`config.mk`:
```
export PLATFORM = sky130hd
export DESIGN_NAME = adc_spram_writer
export DESIGN_NICKNAME = d
export VERILOG_FILES = /design/src/rtl/adc_spram_writer_pkg.sv /design/src/rtl/adc_spram_writer_bank_decode.sv /design/src/rtl/adc_spram_writer.sv
export SDC_FILE = /design/constraint.sdc
export NUM_CORES = 1
export LEC_CHECK = 0
export ABC_AREA = 0
export CAP_MARGIN = 10
export CORE_MARGIN = 8
export CORE_UTILIZATION = 44
export CTS_BUF_LIST = sky130_fd_sc_hd__clkbuf_8 sky130_fd_sc_hd__clkbuf_16
export DETAILED_ROUTE_END_ITERATION = 8
export GPL_TIMING_DRIVEN = 0
export PLACE_DENSITY = 0.83
export SYNTH_ARGS = -nofsm -noshare
export SYNTH_HDL_FRONTEND = slang
export SYNTH_SLANG_ARGS = --single-unit
```
`constraint.sdc`:
```
create_clock -name clk -period 2.3 [get_ports clk]
set_clock_uncertainty 0.15 [all_clocks]
set_input_delay 0.46 -clock clk [delete_from_list [all_inputs] [get_ports clk]]
set_output_delay 0.46 -clock clk [all_outputs]
set_load 0.05 [all_outputs]
```
`src/rtl/adc_spram_writer_pkg.sv`:
```
// Shared definitions for the ADC sample writer and its bank decoder:
// FSM state encoding and the geometry helpers that derive bank-select
// width, counter width and total capture capacity from the RAM shape.
package adc_spram_writer_pkg;

   typedef enum logic [2:0] {
      ST_IDLE,
      ST_FLUSH,
      ST_WAIT,
      ST_READ,
      ST_WRITE,
      ST_DONE
   } state_t;

   // Bank-select width; a single bank needs no select bits.
   function automatic int unsigned bank_bits_f(input int unsigned num_banks);
      return (num_banks <= 1) ? 0 : $clog2(num_banks);
   endfunction

   // Counter width: one extra bit so the full capacity itself is representable.
   function automatic int unsigned len_w_f(input int unsigned addr_width,
                                           input int unsigned num_banks);
      return addr_width + bank_bits_f(num_banks) + 1;
   endfunction

   // Total words across all banks.
   function automatic longint unsigned capacity_f(input int unsigned addr_width,
                                                  input int unsigned num_banks);
      return longint'(num_banks) << addr_width;
   endfunction

endpackage

```
`src/rtl/adc_spram_writer_bank_decode.sv`:
```
// Linear sample index -> one-hot bank enable plus word address within the
// bank. Purely combinational; shared with the readout side.
module spram_bank_decode
   import adc_spram_writer_pkg::*;
#(
   parameter int ADDR_WIDTH = 14,
   parameter int NUM_BANKS  = 4,
   parameter int BANK_BITS  = bank_bits_f(NUM_BANKS)
) (
   input  logic [ADDR_WIDTH+BANK_BITS-1:0] i_index,
   output logic [NUM_BANKS-1:0]            o_bank_we,
   output logic [ADDR_WIDTH-1:0]           o_word_addr
);

   assign o_word_addr = i_index[ADDR_WIDTH-1:0];

   generate
      if (NUM_BANKS == 1) begin : g_single
         assign o_bank_we = 1'b1;
      end else begin : g_multi
         assign o_bank_we = NUM_BANKS'(1) << i_index[ADDR_WIDTH +: BANK_BITS];
      end
   endgenerate

endmodule

```
`src/rtl/adc_spram_writer.sv`:
```
// Drains the ADC sample FIFO into NUM_BANKS single-port RAM banks, filling
// them linearly (bank from upper counter bits, word from lower bits).
// Raises a sticky done when the requested length is stored or on abort.
module adc_spram_writer
   import adc_spram_writer_pkg::*;
#(
   parameter int DATA_WIDTH = 16,
   parameter int ADDR_WIDTH = 14,
   parameter int NUM_BANKS  = 4,
   parameter int BANK_BITS  = bank_bits_f(NUM_BANKS),
   parameter int LEN_W      = ADDR_WIDTH + BANK_BITS + 1
) (
   input  logic                  clk,
   input  logic                  reset,
   input  logic                  start,
   input  logic                  abort,
   input  logic [LEN_W-1:0]      capture_len,
   input  logic                  fifo_empty,
   input  logic [DATA_WIDTH-1:0] fifo_data,
   output logic                  fifo_rd_en,
   output logic                  fifo_flush,
   output logic [ADDR_WIDTH-1:0] mem_addr,
   output logic [DATA_WIDTH-1:0] mem_din,
   output logic [NUM_BANKS-1:0]  mem_we,
   output logic                  busy,
   output logic                  done,
   output logic [LEN_W-1:0]      samples_stored
);

   localparam logic [LEN_W-1:0] CAPACITY = LEN_W'(capacity_f(ADDR_WIDTH, NUM_BANKS));

   state_t                r_state;
   logic [LEN_W-1:0]      r_len;
   logic [LEN_W-1:0]      r_stored;
   logic                  r_flush_phase;
   logic                  r_abort_pend;
   logic                  r_rd_en;
   logic                  r_flush;
   logic                  r_busy;
   logic                  r_done;

   logic [LEN_W-1:0]      w_len_clamped;
   logic [NUM_BANKS-1:0]  w_bank_we;
   logic [ADDR_WIDTH-1:0] w_word_addr;
   logic [NUM_BANKS-1:0]  w_mem_we;
   logic [ADDR_WIDTH-1:0] w_mem_addr;
   logic [DATA_WIDTH-1:0] w_mem_din;

   assign w_len_clamped = ((capture_len == '0) || (capture_len > CAPACITY)) ?
                          CAPACITY : capture_len;

   spram_bank_decode #(
      .ADDR_WIDTH (ADDR_WIDTH),
      .NUM_BANKS  (NUM_BANKS),
      .BANK_BITS  (BANK_BITS)
   ) u_decode (
      .i_index     (r_stored[LEN_W-2:0]),
      .o_bank_we   (w_bank_we),
      .o_word_addr (w_word_addr)
   );

   // Capture sequencer: flush, then alternate wait/read/write until length or abort.
   always_ff @(posedge clk) begin
      if (reset) begin
         r_state       <= ST_IDLE;
         r_len         <= '0;
         r_stored      <= '0;
         r_flush_phase <= 1'b0;
         r_abort_pend  <= 1'b0;
         r_rd_en       <= 1'b0;
         r_flush       <= 1'b0;
         r_busy        <= 1'b0;
         r_done        <= 1'b0;
      end else begin
         r_rd_en <= 1'b0;
         r_flush <= 1'b0;
         case (r_state)
            ST_IDLE, ST_DONE: begin
               // start beats a simultaneous abort: abort is not looked at here
               if (start) begin
                  r_state       <= ST_FLUSH;
                  r_len         <= w_len_clamped;
                  r_stored      <= '0;
                  r_done        <= 1'b0;
                  r_busy        <= 1'b1;
                  r_flush       <= 1'b1;
                  r_flush_phase <= 1'b0;
                  r_abort_pend  <= 1'b0;
               end
            end
            ST_FLUSH: begin
               if (abort) begin
                  r_state <= ST_DONE;
                  r_busy  <= 1'b0;
                  r_done  <= 1'b1;
               end else if (r_flush_phase) begin
                  r_state <= ST_WAIT;
               end else begin
                  r_flush_phase <= 1'b1;
               end
            end
            ST_WAIT: begin
               if ((r_stored == r_len) || abort) begin
                  r_state <= ST_DONE;
                  r_busy  <= 1'b0;
                  r_done  <= 1'b1;
               end else if (!fifo_empty) begin
                  r_state <= ST_READ;
                  r_rd_en <= 1'b1;
               end
            end
            ST_READ: begin
               r_state <= ST_WRITE;
               if (abort) r_abort_pend <= 1'b1;
            end
            ST_WRITE: begin
               r_stored <= r_stored + 1'b1;
               // the sample fetched in READ is committed before honouring abort
               if (r_abort_pend || abort) begin
                  r_state <= ST_DONE;
                  r_busy  <= 1'b0;
                  r_done  <= 1'b1;
               end else begin
                  r_state <= ST_WAIT;
               end
            end
            default: begin
               r_state <= ST_IDLE;
               r_busy  <= 1'b0;
            end
         endcase
      end
   end

   // RAM port is live only in WRITE; otherwise held at zero.
   always_comb begin
      w_mem_we   = '0;
      w_mem_addr = '0;
      w_mem_din  = '0;
      if (r_state == ST_WRITE) begin
         w_mem_we   = w_bank_we;
         w_mem_addr = w_word_addr;
         w_mem_din  = fifo_data;
      end
   end

   assign fifo_rd_en     = r_rd_en;
   assign fifo_flush     = r_flush;
   assign mem_we         = w_mem_we;
   assign mem_addr       = w_mem_addr;
   assign mem_din        = w_mem_din;
   assign busy           = r_busy;
   assign done           = r_done;
   assign samples_stored = r_stored;

endmodule
```
Word-level counts from Yosys, hierarchy flattened
Cells that the tools add are included.
- bits in registers: 43
- bits of input ports: 38
- output and inout port bits: 55
- logic and storage cells: 76
- $add $sub $neg: 1
- $lt $le $gt $ge: 1
- eq/ne operators: 14
- shifts and indexed selects: 1
- muxes and demuxes: 28
- bitwise gates (word level): 3
- reduce and logical (&&, ||, !) cells: 19
- operator list (kind ; count):
    $mux W17 ; 2
    $pmux W17 S2 ; 1
    $mux W3 ; 6
    $add A17 B1 Y17 const B ; 1
    $eq A17 B17 Y1 ; 1
    $gt A17 B17 Y1 const B ; 1
    $logic_not A17 Y1 ; 1
    $mux W16 ; 1
    $pmux W3 S5 ; 1
    $mux W14 ; 1
    $ne A2 B2 Y1 const B ; 6
    $mux W1 ; 11
    $reduce_and A5 Y1 ; 2
    $reduce_and A3 Y1 ; 3
    $eq A3 B2 Y1 const B ; 2
    $eq A3 B3 Y1 const B ; 2
    $ne A3 B3 Y1 const B ; 2
    $reduce_bool A2 Y1 ; 3
    $pmux W1 S5 ; 1
    $mux W4 ; 1
    $pmux W1 S2 ; 2
    $pmux W1 S4 ; 1
    $reduce_and A2 Y1 ; 2
    $reduce_bool A4 Y1 ; 1
    7 further kinds ; 12

Longest topological paths before layout
Gate-level depths: netlist (run 1).
- depth in word-level cells: 4
- mapped depth: 8
- gate-level depth less buffers: 5

Cells and area by module
From an unflattened synthesis (run 1), not the netlist that was laid out.
- cell total of the unflattened synthesis: 283
- area total of the unflattened synthesis: 2412.3 µm²
- modules (own cells, without submodules) (module ; instances ; cells each ; area an instance (µm²) ; seq. area each (µm²)):
    adc_spram_writer ; 1 ; 265 ; 2280.9 ; 860.8
    spram_bank_decode ; 1 ; 18 ; 131.4 ; 0.0

Least setup slack after synthesis (run 1)
Ideal clock, no wire load.
- path type: register to output
- start point: register r_state[1]
- end point: output port mem_we[0]
- arrival time: 2.131 ns
- data required time: 1.690 ns
- slack: -0.441 ns
- stages on the path, launching flop included: 5
- buffers on the path: 2
- cell sequence: dfxtp_1 > buf_4 > nor3b_2 > clkbuf_1 > nor3b_1
- longest elaborated chain between the ends: 2
- ends and longest elaborated chain (what ; RTL line ; RTL):
    from (decl) ; adc_spram_writer.sv:32 ; state_t r_state;
    from (signal assigned) ; adc_spram_writer.sv:65 ; r_state <= ST_IDLE;
    from (signal assigned) ; adc_spram_writer.sv:81 ; r_state <= ST_FLUSH;
    from (signal assigned) ; adc_spram_writer.sv:93 ; r_state <= ST_DONE;
    $eq A3 B3 Y1 ; adc_spram_writer.sv:140 ; if (r_state == ST_WRITE) begin
    $mux W4 ; adc_spram_writer.sv:140 ;
    to (decl) ; adc_spram_writer.sv:24 ; output logic [NUM_BANKS-1:0] mem_we,
Every way passes these cells.

Worst setup path after layout (run 1)
- start point: register r_state[1]
- end point: output port mem_addr[0]
- longest elaborated chain between the ends: 2
- ends and longest elaborated chain (what ; RTL line ; RTL):
    $eq A3 B3 Y1 ; adc_spram_writer.sv:140 ;
    $mux W14 ; adc_spram_writer.sv:140 ;
    to (decl) ; adc_spram_writer.sv:22 ; output logic [ADDR_WIDTH-1:0] mem_addr,
Every way passes these cells.

==> flow_metrics.tcl, run 1 <==
set metrics [dict create \
    slew_headroom 0.641 \
    antenna_found_initial 0 \
    drt_wl_total_um 7070 \
    dp_hpwl_um 5550 \
    hp-class "flip-flop to flip-flop" \
    cp.arrival_ps 1640 \
    synthFlopType "dfxtp_1" \
    cp.required_ps 1690 \
    setup_viol 0 \
    slew_viol_final 0 \
    avgSynthCellArea_um2 8.79 \
    crit_fanout 10 \
    fillers 463 \
    cts_buffer_depth 2 \
    vias 2367 \
    num_antenna_cells 0 \
    fin_ws_ps 45.7 \
    synth_commonest_cells "dfxtp_1 (43), and2_1 (30), nor2_1 (28)" \
    clock_latency_ps 310 \
    syn_to_final_growth_pct 48.7 \
    ys_warn_count 0 \
    core_um2 5410 \
    synthTopCellsByArea "dfxtp_1 (36%), and2_1 (7.8%), xor2_1 (6.5%)" \
    numPortBuffers 92 \
    drt_first_pass_iters 4 \
    io_pins 93 \
    synth_top_area_share 0.356 \
    clock.fmax_ghz 0.444 \
    num_rows 27 \
    grt_pass1_wl_um 11600 \
    ant_nets 0 \
    pwr_density_cell_nw_per_um2 718 \
    cp_top_family "buffers and inverters" \
    first_global_vias 2281 \
    drive_gt1_frac 0.225 \
    netlist_area_um2 2420 \
    crit_chain "buf_6 -> nor3b_4 -> buf_8 -> buf_8 -> and2_1 -> buf_6" \
    wl_per_cell_um 15.7 \
    crit_path_max_incr_delay_ps 320 \
    synth_edf_count 0 \
    synth_cells 275 \
    clock-root-buffer "clkbuf_8" \
    synth.distinct_cells 54 \
    maxCapViolCount 0 \
    critPathSlowestCell "dfxtp_1" \
    fin_total_pwr_w 0.00258 \
    die_h_um 90.1 \
    track_usage 0.174 \
    clock_sinks 43 \
    worst_setup_path_end_kind "output port" \
    ys_seq_area_frac 0.356 \
    async_flop_share 0 \
    synth_seq_cells 43 \
    hold_violations 0 \
    grt_max_degree 13 \
    nets 417 \
    overflow 0 \
    die_w_um 90.1 \
    path_clk_slew_ps 80 \
    run_status "finished clean" \
    min_period_ps 2250 \
    peakVddDrop_uv 486 \
    yosysMostFrequentCell "dfxtp_1" \
    worstSetupStartpointType "flip-flop" \
    drt_iter0_drc 178 \
    cts_tree "built" \
    synth_top_area_cell "dfxtp_1" \
    rsz0062_at_grt "true" \
    initial_core_util 0.447 \
    place_congestion 0.865 \
    leakagePower_nw 1.62 \
    htreeDepth 2 \
    criticalPathCategory "flip-flop to output port" \
    place_ws_ps -809 \
    drc_errors 0 \
    utilization 0.665 \
    path_buf_inv 4 \
    worst-slew-pin-transition_ps 536 \
    synth_nets 315 \
    fp.dieArea_um2 8120 \
    fin_crit_sh 0.980 \
    tns_ps 0 \
    cts_buffers 5 \
    vias_per_cell 5.26 \
]
metrics by stage:
step	hold slack, ps	cells	area [um2]
after detailed placement	315	439	3430
after global placement	313	439	3430
after CTS	332	449	3500
after global routing	368	450	3590
final	326	450	3590
after floorplan	287	275	2420
cell families (layout without fill, tap and decap cells):
family / after synthesis / after routing / share of synthesized area
buffers and inverters: 24 / 127 / 0.0476
and+or+nand+nor: 126 / 126 / 0.311
AOI/OAI and AO/OA: 45 / 45 / 0.142
adders and majority gates: 3 / 3 / 0.0161
xor gates and xnor gates: 33 / 33 / 0.123
DFF: 43 / 43 / 0.356
muxes: 1 / 1 / 0.00414
placed cells by master, fill, tap and decap left out, types with 2 or more instances in the layout:
cell type,n
nor2_1,28
nand2b_1,2
inv_2,3
xor2_1,18
o21ai_0,5
buf_8,4
nand2_1,13
nor2_2,5
a22o_1,16
and2_1,24
clkbuf_4,2
a211oi_1,3
buf_6,24
nor3b_2,2
or3_1,2
nor4_1,10
inv_1,5
ha_1,2
dlymetal6s2s_1,7
buf_2,14
buf_4,5
nor3_1,8
and2_4,6
a21oi_1,7
clkdlybuf4s50_1,49
clkbuf_1,6
nand3_1,8
nor3b_1,2
clkbuf_8,5
xnor2_1,14
o21bai_1,2
dfxtp_1,43
nor4_2,3
dlygate4sd2_1,2
final timing paths:
kind                   end  slack, ps                from  depth (start not counted)
max            mem_addr[0]         50          r_state[1]                          6
min          r_flush_phase        330       r_flush_phase                          2
max reg2reg     r_state[0]        220  samples_stored[14]                          6
min reg2reg  r_flush_phase        330       r_flush_phase                          2
report_power, final:
group / switching (W) / internal, W
clock: 0.000252 / 0.000204
combinational: 0.000723 / 0.000507
sequential: 0.0000632 / 0.000829
total: 0.00104 / 0.00154
routing by layer:
layer	global-route usage	vias to the layer above	routed length [um]
li1	-	1168	-
met1	0.209	1095	3050
met2	0.286	97	3410
met3	0.0565	7	522
met4	0.0541	0	85
met5	0	-	0
timing repair:
| action | CTS | global route |
|---|---|---|
| hold buffers | 0 | 0 |
| gates resized for setup | 221 | 30 |
| pin swaps | 2 | 1 |
| endpoints found under the setup margin | 46 | 39 |
| buffers inserted | 2 | 1 |
worst register-to-register path: cells and delay by family (launching register included):
kind	cells	cell delay (ps)
AO/OA/AOI/OAI	1	370
AND/OR/NAND/NOR	2	470
multiplexers	1	220
XOR/XNOR	1	130
buffers and inverters	1	340
flip-flops	1	340
state kept, by name, indices dropped and copies added, names as in the netlist:
name	flops
fifo_rd_en	1
busy	1
r_abort_pend	1
samples_stored	17
r_state	3
r_flush_phase	1
r_len	17
fifo_flush	1
done	1
final cells by class:
class                   instances  area (um2)  area share
multi-input cells             208        1470       0.408
repair buffers                 95         931       0.259
flip-flops and latches         43         861       0.240
plain buffers                  18         140      0.0390
well taps                      72        90.1      0.0251
clock buffers                   5        68.8      0.0192
inverters                       6        22.5     0.00627
clock inverters                 3        12.5     0.00348
Note: power is estimated with default switching activity, not from simulation.
==> run 2, diff against run 1 <==
--- a/config.mk
+++ b/config.mk
@@ -15,2 +15,3 @@
 export PLACE_DENSITY = 0.83
+export SETUP_SLACK_MARGIN = 0.1
 export SYNTH_ARGS = -nofsm -noshare
==> constraint.sdc (replaced) <==
create_clock -name clk -period 2.3 [get_ports clk]
set_clock_uncertainty 0.15 [all_clocks]
set_input_delay 0.575 -clock clk [delete_from_list [all_inputs] [get_ports clk]]
set_output_delay 0.575 -clock clk [all_outputs]
set_load 0.05 [all_outputs]
==> run 2 against run 1 <==
  * The run now ends with setup timing left
  * Flip-flop and latch count unchanged
  * Design area up 13%
  * Global-route usage up 0.79 points
  * Non-clock buffer count up 11
  * Total power up 8.7%
  * Register-to-register slack about the same
  * Die area unchanged
  * First-iteration DRC count up 21%
  * Fmax down 4.6%
  * Via count up 5.8%
  * Core utilization up 8.7 points
==> flow_metrics.tcl, run 2 (synthesized netlist as in run 1, its figures left out) <==
set metrics [dict create \
    run_status "complete, but fails checks" \
    failed_checks "setup timing" \
    slew_headroom 0.646 \
    overflow 0 \
    cp.required_ps 1570 \
    htreeDepth 2 \
    criticalPathCategory "flip-flop to output port" \
    cts_buffers 5 \
    worst_setup_path_end_kind "output port" \
    clock-root-buffer "clkbuf_8" \
    clock_latency_ps 300 \
    drt_iter0_drc 216 \
    holdBufCountCts 0 \
    nets 428 \
    hold_violations 0 \
    hp-class "flip-flop to flip-flop" \
    maxCapViolCount 0 \
    rsz0062_at_grt "true" \
    track_usage 0.182 \
    num_antenna_cells 0 \
    setup_viol 24 \
    clock_sinks 43 \
    place_ws_ps -745 \
    worstSetupStartpointType "flip-flop" \
    first_global_vias 2350 \
    fin_crit_sh 1.03 \
    cp.arrival_ps 1640 \
    multi_input_area_um2 1580 \
    num_rows 27 \
    antenna_found_initial 0 \
    vias_per_cell 5.45 \
    die_w_um 90.1 \
    placed_cells 439 \
    clock.fmax_ghz 0.423 \
    slew_viol_final 0 \
    worst-slew-pin-transition_ps 533 \
    place_congestion 0.833 \
    instances_no_fill 460 \
    drc_errors 0 \
    path_clk_slew_ps 80 \
    core_um2 5410 \
    cts_tree "built" \
    grt_max_degree 13 \
    tns_ps -974 \
    initial_core_util 0.447 \
    numPortBuffers 92 \
    wl_per_cell_um 17.8 \
    grt_pass1_wl_um 12200 \
    drt_first_pass_iters 5 \
    final_common_cell "dfxtp_1" \
    die_h_um 90.1 \
    syn_to_final_growth_pct 68.2 \
    fin_ws_ps -62.4 \
    final-seq-area_um2 865 \
    final_cell_mix "dfxtp_1 (40), buf_8 (37), and2_4 (30)" \
    ant_nets 0 \
    pwr_density_cell_nw_per_um2 690 \
    dp_hpwl_um 5530 \
    cts_buffer_depth 2 \
    leakagePower_nw 1.86 \
    vias 2505 \
    io_pins 93 \
    crit_fanout 5 \
    min_period_ps 2360 \
    drt_wl_total_um 8170 \
    fillers 355 \
    drive_gt1_frac 0.351 \
    fp.dieArea_um2 8120 \
    peakVddDrop_uv 453 \
]
==> run 2: cell types whose count changed in the layout (fill, tap and decap cells not counted), moves of 4 or more <==
cell and change:
and2_1 -24, and2_4 +24, buf_2 -10, buf_6 -16, buf_8 +33, clkdlybuf4s50_1 -21
dlygate4sd2_1 +14, dlymetal6s2s_1 +7, nor4_1 -4, nor4_2 +4
==> run 2: what timing repair did <==
action,in CTS,in global routing
pin swaps,11,16
setup buffers,3,6
setup endpoints to repair,66,56
gates cloned,1,4
gates resized for setup,309,52
==> run 2: layout make-up <==
| class | instances | share of cell area |
|---|---|---|
| plain buffers | 18 | 0.0373 |
| inverters | 6 | 0.00554 |
| clock buffers | 6 | 0.0203 |
| well taps | 72 | 0.0222 |
| multi-input cells | 208 | 0.388 |
| clock inverters | 1 | 0.00123 |
| flip-flops and latches | 43 | 0.213 |
| repair buffers | 106 | 0.313 |
==> run 2: critical path, cell delays in order (launching register included) <==
cell and delay, ps:
dfxtp_2 330, buf_6 120, nor3b_4 210, buf_4 150, buf_8 120, clkbuf_16 130, and2_4 140, buf_8 140
==> run 2: worst paths after layout <==
path,startpoint,endpoint,slack [ps],cells past startpoint
setup reg to reg,r_state[0],r_len[5],210,8
hold / removal,r_flush_phase,r_flush_phase,340,2
setup / recovery,r_state[1],mem_addr[2],-60,7
hold reg to reg,r_flush_phase,r_flush_phase,340,2
==> run 2: power by group <==
part / internal [W] / switching [W] / leakage, nW
Combinational: 0.000633 / 0.000785 / 1.46
Clock: 0.000236 / 0.000253 / 0.0470
Sequential: 0.000833 / 0.0000637 / 0.350
Total: 0.00170 / 0.00110 / 1.86
==> run 2: through the flow <==
step / power (W) / util / instance area [um2] / hold WS [ps]
5_1_grt: 0.00294 / 0.752 / 4060 / 361
4_1_cts: 0.00265 / 0.704 / 3800 / 339
3_3_place_gp: 0.00204 / 0.643 / 3470 / 308
3_5_place_dp: 0.00207 / 0.643 / 3470 / 318
2_1_floorplan: 0.00173 / - / 2460 / 287
6_report: 0.00280 / 0.752 / 4060 / 335
==> run 2: per-layer routing <==
metal  wire length [um]  track usage  part of all wire  up-vias
li1                   -            -                 -     1182
met3                534       0.0357             0.065       15
met1               3420        0.228              0.42     1169
met4                172       0.0638             0.021        0
met5                  0            0                 0        -
met2               4040        0.301              0.49      139
